--- src/rtl/edge_detect_mc.sv ---
// Purpose: multi-channel synchronised, glitch-filtered edge detector with sticky event flags.
// Latency: level/pulse update SYNC_STAGES+filt_len edges after the input is captured.
// Backpressure: none; free-running, one event pulse per qualified level transition.
// Optional feature: define EDGE_CNT_EN to add saturating per-channel event counters (evt_cnt port).
module edge_detect_mc #(
  parameter int CH          = 8,
  parameter int SYNC_STAGES = 2,
  parameter int FILT_W      = 4,
  parameter int CNT_W       = 8
) (
  input  logic                clk,
  input  logic                rst_n,
  input  logic [CH-1:0]       sig_in,
  input  logic [2*CH-1:0]     mode,
  input  logic [FILT_W-1:0]   filt_len,
  input  logic [CH-1:0]       evt_clr,
  output logic [CH-1:0]       level,
  output logic [CH-1:0]       pulse,
  output logic [CH-1:0]       evt_flag,
  output logic                any_evt
`ifdef EDGE_CNT_EN
  ,
  output logic [CH*CNT_W-1:0] evt_cnt
`endif
);

  localparam logic [FILT_W-1:0] FILT_ONE = {{(FILT_W-1){1'b0}}, 1'b1};

  // Elaboration-time sanity check on the configuration.
  if (CH < 1 || CH > 32 || SYNC_STAGES < 2 || FILT_W < 1 || CNT_W < 1) begin : g_bad_param
    $error("edge_detect_mc: illegal parameter combination");
  end

  logic [SYNC_STAGES-1:0] sync_q [CH];
  logic [FILT_W-1:0]      fcnt   [CH];
  logic [CH-1:0]          s;
  logic [CH-1:0]          upd;
  logic [CH-1:0]          hit;

  // Per-channel view of the synchroniser output, update strobe and mode qualification.
  always_comb begin
    s   = '0;
    upd = '0;
    hit = '0;
    for (int i = 0; i < CH; i++) begin
      s[i] = sync_q[i][SYNC_STAGES-1];
      // >= rather than == so that shrinking filt_len mid-count still lets the level move.
      upd[i] = (s[i] != level[i]) && (fcnt[i] >= filt_len);
      case (mode[2*i +: 2])
        2'b00:   hit[i] = s[i] & ~level[i];
        2'b01:   hit[i] = ~s[i] & level[i];
        2'b10:   hit[i] = s[i] ^ level[i];
        default: hit[i] = 1'b0;
      endcase
    end
  end

  // Synchroniser chains: stage 0 samples the raw input, last stage feeds the filter.
  always_ff @(posedge clk or negedge rst_n) begin
    if (!rst_n) begin
      for (int i = 0; i < CH; i++) sync_q[i] <= '0;
    end else begin
      for (int i = 0; i < CH; i++) begin
        sync_q[i] <= {sync_q[i][SYNC_STAGES-2:0], sig_in[i]};
      end
    end
  end

  // Glitch filter: level follows s only after filt_len+1 consecutive cycles of difference.
  always_ff @(posedge clk or negedge rst_n) begin
    if (!rst_n) begin
      level <= '0;
      pulse <= '0;
      for (int i = 0; i < CH; i++) fcnt[i] <= '0;
    end else begin
      for (int i = 0; i < CH; i++) begin
        pulse[i] <= upd[i] & hit[i];
        if (s[i] == level[i]) begin
          fcnt[i] <= '0;
        end else if (upd[i]) begin
          level[i] <= s[i];
          fcnt[i]  <= '0;
        end else begin
          fcnt[i] <= fcnt[i] + FILT_ONE;
        end
      end
    end
  end

  // Sticky flags: a pulse sets the flag and beats a simultaneous clear.
  always_ff @(posedge clk or negedge rst_n) begin
    if (!rst_n) begin
      evt_flag <= '0;
    end else begin
      evt_flag <= pulse | (evt_flag & ~evt_clr);
    end
  end

  assign any_evt = |evt_flag;

`ifdef EDGE_CNT_EN
  logic [CNT_W-1:0] ecnt [CH];
  localparam logic [CNT_W-1:0] CNT_ONE = {{(CNT_W-1){1'b0}}, 1'b1};

  // Saturating event counters; a clear coinciding with a pulse leaves a count of one.
  always_ff @(posedge clk or negedge rst_n) begin
    if (!rst_n) begin
      for (int i = 0; i < CH; i++) ecnt[i] <= '0;
    end else begin
      for (int i = 0; i < CH; i++) begin
        if (evt_clr[i]) begin
          ecnt[i] <= pulse[i] ? CNT_ONE : '0;
        end else if (pulse[i] && (ecnt[i] != {CNT_W{1'b1}})) begin
          ecnt[i] <= ecnt[i] + CNT_ONE;
        end
      end
    end
  end

  // Flatten the counter array onto the output bus.
  always_comb begin
    evt_cnt = '0;
    for (int i = 0; i < CH; i++) evt_cnt[i*CNT_W +: CNT_W] = ecnt[i];
  end
`endif

endmodule

--- config.mk ---
export PLATFORM = sky130hd
export DESIGN_NAME = edge_detect_mc
export DESIGN_NICKNAME = d
export VERILOG_FILES = /design/src/rtl/edge_detect_mc.sv
export SDC_FILE = /design/constraint.sdc
export NUM_CORES = 1
export LEC_CHECK = 0
export CORE_ASPECT_RATIO = 0.5
export CORE_UTILIZATION = 30
export DETAILED_ROUTE_END_ITERATION = 10
export GPL_ROUTABILITY_DRIVEN = 0
export HOLD_SLACK_MARGIN = 0.12
export MAX_ROUTING_LAYER = met4
export PLACE_DENSITY = 0.49
export SETUP_SLACK_MARGIN = 0.4
export SLEW_MARGIN = 20
export SYNTH_ARGS = -nofsm -noshare
export SYNTH_HDL_FRONTEND = slang
export SYNTH_SLANG_ARGS = --single-unit
--- constraint.sdc ---
create_clock -name clk -period 1.6 [get_ports clk]
set_input_delay 0.32 -clock clk [delete_from_list [all_inputs] [get_ports clk]]
set_output_delay 0.32 -clock clk [all_outputs]
set_load 0.03 [all_outputs]
==> results of run 1 <==
layout make-up:
cell class	instances	area, um^2
Fill cell	1043	6095
Multi-Input combinational cell	211	2861
Sequential cell	72	1808
Timing Repair Buffer	143	1348
Clock buffer	12	266.5
Tap cell	170	212.7
Inverter	35	142.6
Clock inverter	4	75.07
synth_stat cells (all sizes together):
master,instances
inv,35
o211ai,16
nand2b,8
nand3,8
o21a,8
a21o,8
a2111oi,8
dfrtp,72
nor3,32
xor2,8
xnor2,8
o311ai,8
nor3b,16
ha,56
a21oi,8
nor4,2
nand2,9
o21ai,8
metal layers:
| metal | vias to the layer above | GRT usage, % | part of all wire, % |
|---|---|---|---|
| met5 | - | - | 0 |
| met1 | 1501 | 18.65 | 43 |
| met3 | 9 | 4.196 | 2.7 |
| met2 | 27 | 26.51 | 53 |
| met4 | 0 | 5.088 | 1.3 |
| li1 | 1471 | - | - |
power groups by stage:
| stage | Clock, mW | Combinational [mW] | Sequential (mW) |
|---|---|---|---|
| global placement | 0 | 2.79 | 2.60 |
| detailed placement | 0 | 2.91 | 2.62 |
| finish | 2.26 | 4.76 | 2.58 |
| global route | 2.42 | 5.14 | 2.63 |
| floorplan | 0 | 1.75 | 2.78 |
| CTS | 2.33 | 4.50 | 2.56 |
per-stage QoR:
step | worst slack, ps | instance area, um^2 | std cells | utilization [%] | hold slack (ps)
floorplan | 163.7 | 3990 | 318 | - | 24.41
global placement | -605.2 | 4984 | 570 | 38.91 | 193.5
detailed placement | -655.0 | 4984 | 570 | 38.91 | 195.3
CTS | -105.2 | 6539 | 641 | 51.05 | 348.7
global route | -129.7 | 6714 | 647 | 52.42 | 354.3
finish | -70.63 | 6714 | 647 | 52.42 | 343.8
kinds of logic (layout without fill, tap and decap cells):
kind of cell | count (synthesis) | in the layout | share of synthesized area (%)
adders and majority gates | 56 | 56 | 17.60
and+or+nand+nor | 75 | 75 | 11.47
AOI/OAI and AO/OA | 64 | 64 | 18.83
DFF | 72 | 72 | 45.27
buffers and inverters | 35 | 194 | 3.301
xor gates and xnor gates | 16 | 16 | 3.521
final timing paths:
kind                                 end  slack (ps)         from
worst max register to register  level[7]         200      fcnt[3]
worst max-delay path             any_evt         -70  evt_flag[5]
worst min-delay path                s[7]         340    sync_q[0]
max in group asynchronous       level[7]         670        rst_n
min in group asynchronous           s[5]         390        rst_n
worst min register to register      s[7]         340    sync_q[0]
registers in the layout, summed over array words and instances, names as in the netlist:
name      count
s             8
evt_flag      8
level         8
sync_q        8
pulse         8
fcnt         32
repair_timing:
item	in CTS	in global routing
hold buffers	1	0
hold endpoints to repair	39	0
buffers inserted	54	6
gates resized for setup	296	22
pin swaps	70	29
setup endpoints to repair	73	73
==> impl_metrics.json, run 1 <==
{
  "worst_slack_ps": -70.63,
  "antenna_found_initial": 0,
  "p_clk_share_pct": 23.5,
  "critPathKind": "flip-flop to primary output",
  "first_iter_violations": 69,
  "postSynthAreaPerCell_um2": 12.52,
  "ys_warn_count": 0,
  "critPathMaxFanout": 2,
  "htree_levels": 3,
  "finClkSkew_ps": 8.531,
  "cpMaxStageDelayCell": "dfrtp_2",
  "synth_area_leaders": "dfrtp_1, ha_1, a2111oi_4, nor3_1, inv_1",
  "grt_pass1_vias": 3298,
  "row_count": 29,
  "p_seq_share_pct": 26.9,
  "ios": 63,
  "min_period_ps": 1671,
  "powerDensity_nw_per_um2": 1429,
  "p_sw_mw": 3.396,
  "netlist.area_leader.share_pct": 45.27,
  "initial_core_util_pct": 31.07,
  "routed_wl_um": 9704,
  "arrival_ps": 1350,
  "synth_nets": 412,
  "finalSetupTns_ps": -70.63,
  "cts_buffer_depth": 2,
  "cp.depth": 4,
  "die_w_um": 164.9,
  "clk_latency_ps": 340,
  "ys_ff_latch": 72,
  "rsz0062_at_grt": "yes",
  "cts.sinks": 72,
  "portBuffers": 62,
  "relSlewSlack_pct": 74.44,
  "setup_viol": 1,
  "layout_common_cells": "dfrtp_1, buf_4, buf_6, clkdlybuf4s50_1, ha_4",
  "areaGrowthSynthToFinish_pct": 68.69,
  "clk_pin_slew_ps": 60,
  "fmax_mhz": 598.6,
  "leakagePower_nw": 2.847,
  "netlist_instances": 318,
  "outcome": "complete, but fails checks",
  "fin_crit_sh_pct": 104.4,
  "cp_top_family": "flip-flops",
  "pwr-share-comb_pct": 49.6,
  "die_area_um2": 13760,
  "finalNetCount": 566,
  "reg2reg_depth": 5,
  "grt_pass1_wl_um": 16310,
  "maxSlewViolCount": 0,
  "cap_violations": 0,
  "cts_tree": "yes",
  "finalHoldViolations": 0,
  "required_ps": 1280,
  "violations": "setup timing",
  "p_int_mw": 6.199,
  "swShare_pct": 35.39,
  "post-route-drc-count": 0,
  "n_antenna_cell": 0,
  "via_count": 3008,
  "dp_hpwl_um": 6152,
  "endpoint_kind": "primary output",
  "hp-class": "flip-flop to flip-flop",
  "worst-path-buf-inv": 2,
  "grtUsageTotal_pct": 15.91,
  "ys_types": 23,
  "crit_chain": "nor4_2 > buf_4 > nand2_2 > buf_6",
  "max_stage_delay_ps": 420,
  "final_layout_size_suffix_gt1_share_pct": 54.93,
  "p_total_mw": 9.595,
  "ys_seq_area_share_pct": 45.27,
  "ir_drop_mv": 0.6052,
  "syn_area_um2": 3980,
  "routedWlPerCell_um": 15.00,
  "layout_commonest_cell": "dfrtp_1",
  "viasPerCell": 4.649,
  "cts_root_buffer": "clkbuf_16",
  "firstDrtPassIters": 5,
  "grt_max_degree": 28,
  "postRouteAntennaNets": 0,
  "gr-total-overflow": 0,
  "yosysTopAreaCell": "dfrtp_1",
  "core_area_um2": 12810,
  "tightest_slew_ps": 383.4,
  "numCtsBuffers": 9,
  "min_path_cells": 0,
  "startpoint_type": "flip-flop",
  "die-height_um": 83.45
}
(Power assumes the default switching activity.)
==> run 2, diff against run 1 <==
--- a/config.mk
+++ b/config.mk
@@ -6,12 +6,13 @@
 export NUM_CORES = 1
 export LEC_CHECK = 0
 export CORE_ASPECT_RATIO = 0.5
-export CORE_UTILIZATION = 30
+export CORE_UTILIZATION = 40
+export CTS_CLUSTER_DIAMETER = 100
 export DETAILED_ROUTE_END_ITERATION = 10
 export GPL_ROUTABILITY_DRIVEN = 0
 export HOLD_SLACK_MARGIN = 0.12
 export MAX_ROUTING_LAYER = met4
-export PLACE_DENSITY = 0.49
+export PLACE_DENSITY = 0.61
 export SETUP_SLACK_MARGIN = 0.4
 export SLEW_MARGIN = 20
 export SYNTH_ARGS = -nofsm -noshare
==> run 2 against run 1 <==
The run still ends with setup timing left. Combinational power increased by 5.0%. Final area increased by 0.52%. Clock-buffer cell count increased by 2. Non-clock buffer count unchanged. Via count increased by 3.4%. Sequential power about the same. Clock power about the same. Critical endpoint unchanged. Highest routed layer unchanged.
==> impl_metrics.json, run 2 (synthesis gave the netlist of run 1 again) <==
{
  "outcome": "complete, but fails checks",
  "violations": "setup timing",
  "die-height_um": 72.54,
  "grtUsageTotal_pct": 22.50,
  "cts_tree": "yes",
  "leakagePower_nw": 2.874,
  "cts_buffer_depth": 2,
  "worst_slack_ps": -175.3,
  "routedWlPerCell_um": 17.35,
  "tightest_slew_ps": 387.6,
  "relSlewSlack_pct": 74.04,
  "hold_slack_ps": 348.0,
  "critPathKind": "flip-flop to primary output",
  "numCtsBuffers": 9,
  "critPathMaxFanout": 2,
  "cts.sinks": 72,
  "postRouteAntennaNets": 0,
  "grt_pass1_vias": 3399,
  "required_ps": 1280,
  "finClkSkew_ps": 3.582,
  "ios": 63,
  "powerDensity_nw_per_um2": 1458,
  "routed_wl_um": 10620,
  "rsz0062_at_grt": "yes",
  "finalHoldViolations": 0,
  "initial_core_util_pct": 41.72,
  "first_iter_violations": 112,
  "startpoint_type": "flip-flop",
  "cap_violations": 0,
  "setup_viol": 1,
  "layout_common_cells": "dfrtp_1, buf_4, buf_6, ha_4, clkdlybuf4s50_1",
  "clk_pin_slew_ps": 60,
  "grt_pass1_wl_um": 16980,
  "die_area_um2": 10380,
  "endpoint_kind": "primary output",
  "n_antenna_cell": 0,
  "final_layout_size_suffix_gt1_share_pct": 55.35,
  "row_count": 25,
  "top_register": "fcnt",
  "layout_commonest_cell": "dfrtp_1",
  "post-route-drc-count": 0,
  "arrival_ps": 1460,
  "htree_levels": 3,
  "via_count": 3110,
  "clk_latency_ps": 340,
  "cts_root_buffer": "clkbuf_16",
  "firstDrtPassIters": 4,
  "viasPerCell": 5.082,
  "ir_drop_mv": 0.6362,
  "largest_register_ffs": 32,
  "final_util_pct": 70.74,
  "hp-class": "flip-flop to flip-flop",
  "fmax_mhz": 563.3,
  "die_w_um": 143.1,
  "areaGrowthSynthToFinish_pct": 69.57,
  "maxSlewViolCount": 0,
  "min_period_ps": 1775,
  "fin_crit_sh_pct": 111.0,
  "core_area_um2": 9540,
  "grt_max_degree": 34,
  "dp_hpwl_um": 6262,
  "finalNetCount": 566,
  "antenna_found_initial": 0,
  "portBuffers": 62,
  "gr-total-overflow": 0
}
## run 2: through the flow
stage          setup WS (ps)  instance area (um^2)  std cells  power (mW)  setup TNS, ps
4_1_cts               -154.8                  6485        598       9.368         -154.8
3_3_place_gp          -544.2                  4950        535       5.407         -24380
5_1_grt               -220.4                  6749        612       10.38         -220.4
3_5_place_dp          -606.0                  4950        535       5.553         -26380
2_1_floorplan          163.7                  3990        318       4.524              0
6_report              -175.3                  6749        612       9.841         -175.3
## run 2: final timing paths
check	from	cells past startpoint	slack, ps	to
min in group asynchronous	rst_n	2	420	level[5]
max	evt_flag[7]	4	-180	any_evt
min reg2reg	sync_q[4]	0	350	s[5]
max in group asynchronous	rst_n	3	670	fcnt[2]
min	sync_q[4]	0	350	s[5]
max reg2reg	fcnt[1]	4	90	level[7]
## run 2: final cells by class
class	instances	area [um^2]
Inverter	35	142.6
Sequential cell	72	1810
Tap cell	135	168.9
Timing Repair Buffer	143	1378
Fill cell	609	2791
Multi-Input combinational cell	211	2915
Clock buffer	14	274.0
Clock inverter	2	60.06
## run 2: power breakdown
part | total (mW) | switching (mW) | internal [mW]
registers | 2.60 | 0.388 | 2.21
clock network | 2.24 | 0.747 | 1.49
logic | 5.00 | 2.41 | 2.59
## run 2: metal layers
| layer | GRT usage, % | up-vias | wire length (um) |
|---|---|---|---|
| met2 | 39.62 | 54 | 5694 |
| met4 | 8.483 | 0 | 207 |
| met3 | 4.884 | 20 | 275 |
| li1 | - | 1470 | - |
| met5 | - | - | 0 |
| met1 | 25.38 | 1566 | 4444 |
## run 2: worst max-delay path: stages, from the launching register on
cell     delay, ps
dfrtp_1        410
nor4_4         350
buf_4          170
nand2_2         50
buf_6          150
## run 2: repair_timing
| action | CTS | global route |
|---|---|---|
| resized for setup | 304 | 28 |
| hold buffers | 1 | 0 |
| setup endpoints to repair | 73 | 73 |
| pin swaps | 72 | 26 |
| endpoints found under the hold margin | 10 | 0 |
| setup buffers | 46 | 14 |
==> run 3, diff against run 2 <==
--- a/config.mk
+++ b/config.mk
@@ -5,6 +5,7 @@
 export SDC_FILE = /design/constraint.sdc
 export NUM_CORES = 1
 export LEC_CHECK = 0
+export ABC_CLOCK_PERIOD_IN_PS = 1600
 export CORE_ASPECT_RATIO = 0.5
 export CORE_UTILIZATION = 40
 export CTS_CLUSTER_DIAMETER = 100
==> results of run 3 <==
Same layout as run 2: the final DEF is identical, and so are final timing and power.
